**config.mk**
```make
export PLATFORM = sky130hd
export DESIGN_NAME = pedestrian_signal_ctrl
export DESIGN_NICKNAME = d
export VERILOG_FILES = /design/src/rtl/pedestrian_signal_ctrl_pkg.sv /design/src/rtl/pedestrian_signal_ctrl_button_sync_edge.sv /design/src/rtl/pedestrian_signal_ctrl.sv
export SDC_FILE = /design/constraint.sdc
export NUM_CORES = 1
export LEC_CHECK = 0
export BUFFER_PORTS_ARGS = -buffer_cell sky130_fd_sc_hd__buf_2
export CORE_ASPECT_RATIO = 0.7
export CORE_MARGIN = 1
export CORE_UTILIZATION = 48
export DETAILED_ROUTE_END_ITERATION = 10
export PLACE_DENSITY_LB_ADDON = 0.15
export SLEW_MARGIN = 0
export SYNTH_ARGS = -nofsm -noshare
export SYNTH_HDL_FRONTEND = slang
export SYNTH_SLANG_ARGS = --single-unit
export TNS_END_PERCENT = 1
```
**constraint.sdc**
```tcl
create_clock -name clk -period 1.85 [get_ports clk]
set_input_delay 0.0925 -clock clk [delete_from_list [all_inputs] [get_ports clk]]
set_output_delay 0.0925 -clock clk [all_outputs]
set_load 0.01 [all_outputs]
```
**src/rtl/pedestrian_signal_ctrl_pkg.sv**
```systemverilog
// Shared semaphore one-hot codes and pedestrian head state encoding for the
// pedestrian crossing controller and its consumers.
package pedestrian_signal_ctrl_pkg;

  localparam logic [3:0] SEM_OFF    = 4'b0001;
  localparam logic [3:0] SEM_RED    = 4'b0010;
  localparam logic [3:0] SEM_YELLOW = 4'b0100;
  localparam logic [3:0] SEM_GREEN  = 4'b1000;

  typedef enum logic [3:0] {
    PED_DARK      = 4'b0001,
    PED_DONT_WALK = 4'b0010,
    PED_WALK      = 4'b0100,
    PED_FLASH     = 4'b1000
  } ped_state_e;

  // True only for a legal, powered semaphore code (OFF, 0000 and multi-hot excluded).
  function automatic logic sem_is_active(input logic [3:0] s);
    return (s == SEM_RED) || (s == SEM_YELLOW) || (s == SEM_GREEN);
  endfunction

endpackage

```
**src/rtl/pedestrian_signal_ctrl_button_sync_edge.sv**
```systemverilog
// Two-flop synchronizer for the raw push-button followed by a rising-edge
// detector; a held button yields a single one-cycle rise pulse.
module button_sync_edge (
  input  logic clk,
  input  logic reset_n,
  input  logic async_in,
  output logic rise
);

  logic r_sync1;
  logic r_sync2;
  logic r_sync3;

  always_ff @(posedge clk or negedge reset_n) begin
    if (!reset_n) begin
      r_sync1 <= 1'b0;
      r_sync2 <= 1'b0;
      r_sync3 <= 1'b0;
    end else begin
      r_sync1 <= async_in;
      r_sync2 <= r_sync1;
      r_sync3 <= r_sync2;
    end
  end

  assign rise = r_sync2 & ~r_sync3;

endmodule

```
**src/rtl/pedestrian_signal_ctrl.sv**
```systemverilog
// Pedestrian WALK/DONT_WALK head controller slaved to the vehicle semaphore:
// grants a timed walk + flash phase on red entry when a request is latched.
module pedestrian_signal_ctrl
  import pedestrian_signal_ctrl_pkg::*;
#(
  parameter int unsigned WALK_CYCLES  = 8,
  parameter int unsigned FLASH_CYCLES = 6,
  parameter int unsigned CNT_W        = 5
) (
  input  logic             clk,
  input  logic             reset_n,
  input  logic [3:0]       sem_state,
  input  logic             ped_button,
  output logic             walk,
  output logic             dont_walk,
  output logic [CNT_W-1:0] countdown,
  output logic             req_pending,
  output logic [3:0]       ped_state
);

  localparam logic [CNT_W-1:0] WALK_LOAD  = CNT_W'(WALK_CYCLES - 1);
  localparam logic [CNT_W-1:0] FLASH_LOAD = CNT_W'(FLASH_CYCLES - 1);
  localparam logic [CNT_W-1:0] CNT_ONE    = CNT_W'(1);

  ped_state_e       r_state;
  ped_state_e       w_state_nxt;
  logic [CNT_W-1:0] r_cnt;
  logic [CNT_W-1:0] w_cnt_nxt;
  logic             r_blink;
  logic             w_blink_nxt;
  logic             r_req;
  logic             w_req_nxt;
  logic [3:0]       r_sem_prev;

  logic             w_rise;
  logic             w_sem_red;
  logic             w_red_entry;
  logic             w_override;
  logic             w_grant;

  button_sync_edge u_button_sync_edge (
    .clk      (clk),
    .reset_n  (reset_n),
    .async_in (ped_button),
    .rise     (w_rise)
  );

  assign w_sem_red   = (sem_state == SEM_RED);
  assign w_red_entry = w_sem_red && (r_sem_prev != SEM_RED);
  assign w_override  = !sem_is_active(sem_state);

  always_ff @(posedge clk or negedge reset_n) begin
    if (!reset_n) begin
      r_state    <= PED_DARK;
      r_cnt      <= '0;
      r_blink    <= 1'b0;
      r_req      <= 1'b0;
      r_sem_prev <= SEM_OFF;
    end else begin
      r_state    <= w_state_nxt;
      r_cnt      <= w_cnt_nxt;
      r_blink    <= w_blink_nxt;
      r_req      <= w_req_nxt;
      r_sem_prev <= sem_state;
    end
  end

  always_comb begin
    w_state_nxt = r_state;
    w_cnt_nxt   = r_cnt;
    w_blink_nxt = r_blink;
    w_grant     = 1'b0;
    if (w_override) begin
      w_state_nxt = PED_DARK;
      w_cnt_nxt   = '0;
      w_blink_nxt = 1'b0;
    end else begin
      unique case (r_state)
        PED_DARK: w_state_nxt = PED_DONT_WALK;
        PED_DONT_WALK: begin
          // A rise in the same cycle as red entry still counts as a request.
          if (w_red_entry && (r_req || w_rise)) begin
            w_state_nxt = PED_WALK;
            w_cnt_nxt   = WALK_LOAD;
            w_grant     = 1'b1;
          end
        end
        PED_WALK: begin
          if (!w_sem_red) begin
            w_state_nxt = PED_DONT_WALK;
            w_cnt_nxt   = '0;
          end else if (r_cnt == '0) begin
            w_state_nxt = PED_FLASH;
            w_cnt_nxt   = FLASH_LOAD;
            w_blink_nxt = 1'b1;
          end else begin
            w_cnt_nxt = r_cnt - CNT_ONE;
          end
        end
        PED_FLASH: begin
          if (!w_sem_red || (r_cnt == '0)) begin
            w_state_nxt = PED_DONT_WALK;
            w_cnt_nxt   = '0;
            w_blink_nxt = 1'b0;
          end else begin
            w_cnt_nxt   = r_cnt - CNT_ONE;
            w_blink_nxt = ~r_blink;
          end
        end
        default: begin
          w_state_nxt = PED_DARK;
          w_cnt_nxt   = '0;
          w_blink_nxt = 1'b0;
        end
      endcase
    end

    // Clearing on grant or override wins over a coincident button rise.
    if (w_override || w_grant) begin
      w_req_nxt = 1'b0;
    end else if (w_rise) begin
      w_req_nxt = 1'b1;
    end else begin
      w_req_nxt = r_req;
    end
  end

  always_comb begin
    walk      = 1'b0;
    dont_walk = 1'b0;
    countdown = '0;
    unique case (r_state)
      PED_DONT_WALK: dont_walk = 1'b1;
      PED_WALK: begin
        walk      = 1'b1;
        countdown = r_cnt;
      end
      PED_FLASH: begin
        dont_walk = r_blink;
        countdown = r_cnt;
      end
      default: ;
    endcase
  end

  assign req_pending = r_req;
  assign ped_state   = r_state;

endmodule

```
==> results.toml <==
[sta]
finalHoldViolations = 0
minimum_setup_slack_in_the_final_design_ps = -16.37
final_period_util = 1.009
timing.max_slew.rel_slack = 0.7357
fmax_ghz = 0.5358
setup_viol = 1
worst_pin_slew_ps = 396.5
worst_clock_skew_ps = 10.46
maxSlewViolCount = 0
finalWorstPathRequiredPeriod_ps = 1866
grt_setup_unrepaired = "yes"

[detailed_routing]
postRouteWirelength_um = 3029
first_iter_violations = 73
num_vias = 1064
met1Wirelength_um = 1318
wl_met3_um = 257
avgViaCountPerCell = 6.115
antenna_left = 0
detail_route.drc_violations = 3
highest_layer = "met4"
router_iterations_before_antenna_repair = 10
wl_met2_um = 1365
routed_wire_length_per_instance_um = 17.41

[power_and_ir_drop]
p_clk_frac = 0.316
power_frac_comb = 0.173
peakVddDrop_v = 0.0004124
leakage_uw = 0.0006982
p_per_area_nw_per_um2 = 563.3
power.switching_uw = 220.6
seq_power_share = 0.510
sw_frac_of_total = 0.2710
power.internal_uw = 593.5

[clock_tree]
clockBufferDepth = 2
worst_skew_pair.late_latency_ps = 310
cts_tree = "yes"
cts_sinks = 18
root_buffer = "sky130_fd_sc_hd__clkbuf_4"
cts_setup_buffers = 0
cts_inserted_buffers = 3
clkTransAtPathRegs_ps = 120
ctsHtreeMaxLevel = 1

[critical_path]
crit_path_end_kind = "register"
cp-start-kind = "register"
cp.arrival_ps = 2080
critical_path_class = "reg -> reg"
worstPathMaxFanout = 4
cp.required_ps = 2060

[grt]
vias_in_the_first_global_route = 968
grt_first_pass_wirelength_um = 4726
antenna_found_initial = 0
largest_net_degree_at_the_start_of_global_routing = 19
gr-usage-all-layers = 0.2833
overflow = 0

[place]
buffer_ports.inserted = 18
detailedPlace.worstSlack_ps = -60.00
finalWeightedCongestion = 0.8486
dpl.hpwl_um = 2119
dp_cells = 165

[finish]
postLayoutCoreUtil = 0.7466
final_common_cell = "sky130_fd_sc_hd__buf_4"
design.final.nets = 161
areaGrowthSynthToFinish_pct = 40.51
mostFrequentLayoutCells = "23 x sky130_fd_sc_hd__buf_4, 18 x sky130_fd_sc_hd__buf_2, 14 x sky130_fd_sc_hd__dfrtp_1, 10 x sky130_fd_sc_hd__o21ai_0, 8 x sky130_fd_sc_hd__nor2_1"
final_cell_count_no_fill = 174
drive_above_1_share = 0.4079
antennaDiodeCount = 0

[yosys]
post_synthesis_register_bit_count = 18
synth_top_flop_cell = "sky130_fd_sc_hd__dfrtp_1"
synth-edff-count = 0
syn_area_um2 = 1028
cell_count_after_synthesis = 106
syn_avg_cell_area_um2 = 9.703
synth.lib_cells_used.distinct = 40
async_flop_share = 1.000
seq_area_frac_synth = 0.4404
synth.net_count = 114
synth_warnings = 0

[worst_hold_path]
hold_path_class = "in -> reg"

[status]
outcome = "finished, violations left"
violations_in_the_final_reports = "design-rule violations, negative setup slack"

[floorplan]
io-pin-count = 19
rows = 13
die_w_um = 57.33
start_util = 0.5314
die-height_um = 40.73
placeable_area_um2 = 1936
fp.dieArea_um2 = 2335

[flow_run]
max-cap-violations = 0
## critical path: stages, from the launching register on
cell and delay (ps):
sky130_fd_sc_hd__dfstp_2 600, sky130_fd_sc_hd__or4b_4 500, sky130_fd_sc_hd__a311oi_4 290, sky130_fd_sc_hd__nor2_2 80, sky130_fd_sc_hd__a221o_1 300
## cell families (layout without fill, tap and decap cells)
logic type,Yosys count,after routing,synth area share
and+or+nand+nor,47,47,0.2822
AOI/OAI and AO/OA,29,29,0.2056
DFF,18,18,0.4404
buffers and inverters,8,54,0.03284
xor gates and xnor gates,2,2,0.01703
adders and majority gates,1,1,0.01216
muxes,1,1,0.009733
## worst paths after layout
check                      cells after the start                        from                         end  slack (ps)
max                                            4                ped_state[0]                    r_cnt[2]         -20
min                                            2                sem_state[0]               r_sem_prev[0]          30
max reg2reg                                    4                ped_state[0]                    r_cnt[2]         -20
min reg2reg                                    0  u_button_sync_edge.r_sync1  u_button_sync_edge.r_sync2         360
max in group asynchronous                      2                     reset_n               r_sem_prev[0]        1300
min in group asynchronous                      2                     reset_n  u_button_sync_edge.r_sync3         220
## through the flow
stage,instance area (um^2),setup TNS (ps),power [uW],hold WS [ps]
2_1_floorplan,1039,-160.2,483.2,-203.1
3_3_place_gp,1308,-48.48,539.6,38.62
3_5_place_dp,1308,-178.6,543.5,45.75
4_1_cts,1404,0,807.7,19.87
5_1_grt,1445,-102.7,839.5,20.13
6_report,1445,-16.37,814.0,32.06
## state kept, by name (all words and copies together) (netlist names)
name / count
ped_state: 4
r_blink: 1
r_cnt: 5
r_sem_prev: 4
req_pending: 1
u_button_sync_edge.r_sync1: 1
u_button_sync_edge.r_sync2: 1
u_button_sync_edge.r_sync3: 1
## synthesized netlist by cell type (3+ instances only)
cell type | count | share of area
sky130_fd_sc_hd__buf_2 | 3 | 0.015
sky130_fd_sc_hd__dfrtp_1 | 16 | 0.39
sky130_fd_sc_hd__nor4b_1 | 4 | 0.034
sky130_fd_sc_hd__o21ai_0 | 10 | 0.049
sky130_fd_sc_hd__inv_1 | 3 | 0.011
sky130_fd_sc_hd__a21oi_1 | 4 | 0.019
sky130_fd_sc_hd__nand2b_1 | 5 | 0.030
sky130_fd_sc_hd__and3_1 | 6 | 0.037
sky130_fd_sc_hd__nor3_1 | 5 | 0.024
sky130_fd_sc_hd__nand2_1 | 4 | 0.015
sky130_fd_sc_hd__nor2_1 | 9 | 0.033
## power groups by stage
stage	combinational, uW	clock [uW]	sequential [uW]
2_1_floorplan	61.3	0	422
3_3_place_gp	120	0	420
3_5_place_dp	122	0	421
4_1_cts	133	260	414
5_1_grt	152	270	417
6_report	141	258	415
## routing by layer
metal / vias up / global-route usage
met2: 61 / 0.4441
met1: 501 / 0.3810
li1: 490 / -
met5: - / 0
met3: 12 / 0.07886
met4: 0 / 0.1098
## area by class of cell
cell class	count	area [um^2]
clock buffers	4	36.28
fillers	128	490.5
inverters	3	11.26
multi-input cells	80	590.6
flip-flops and latches	18	455.4
well taps	22	27.53
repair buffers	47	324.1
## repair_timing
item,4_1_cts,5_1_grt
gates cloned,0,0
endpoints found under the hold margin,20,0
hold buffers,5,0
resized for setup,2,9
pin swaps,3,1
setup endpoints to repair,6,12
Power figures use the tool's default switching activity.
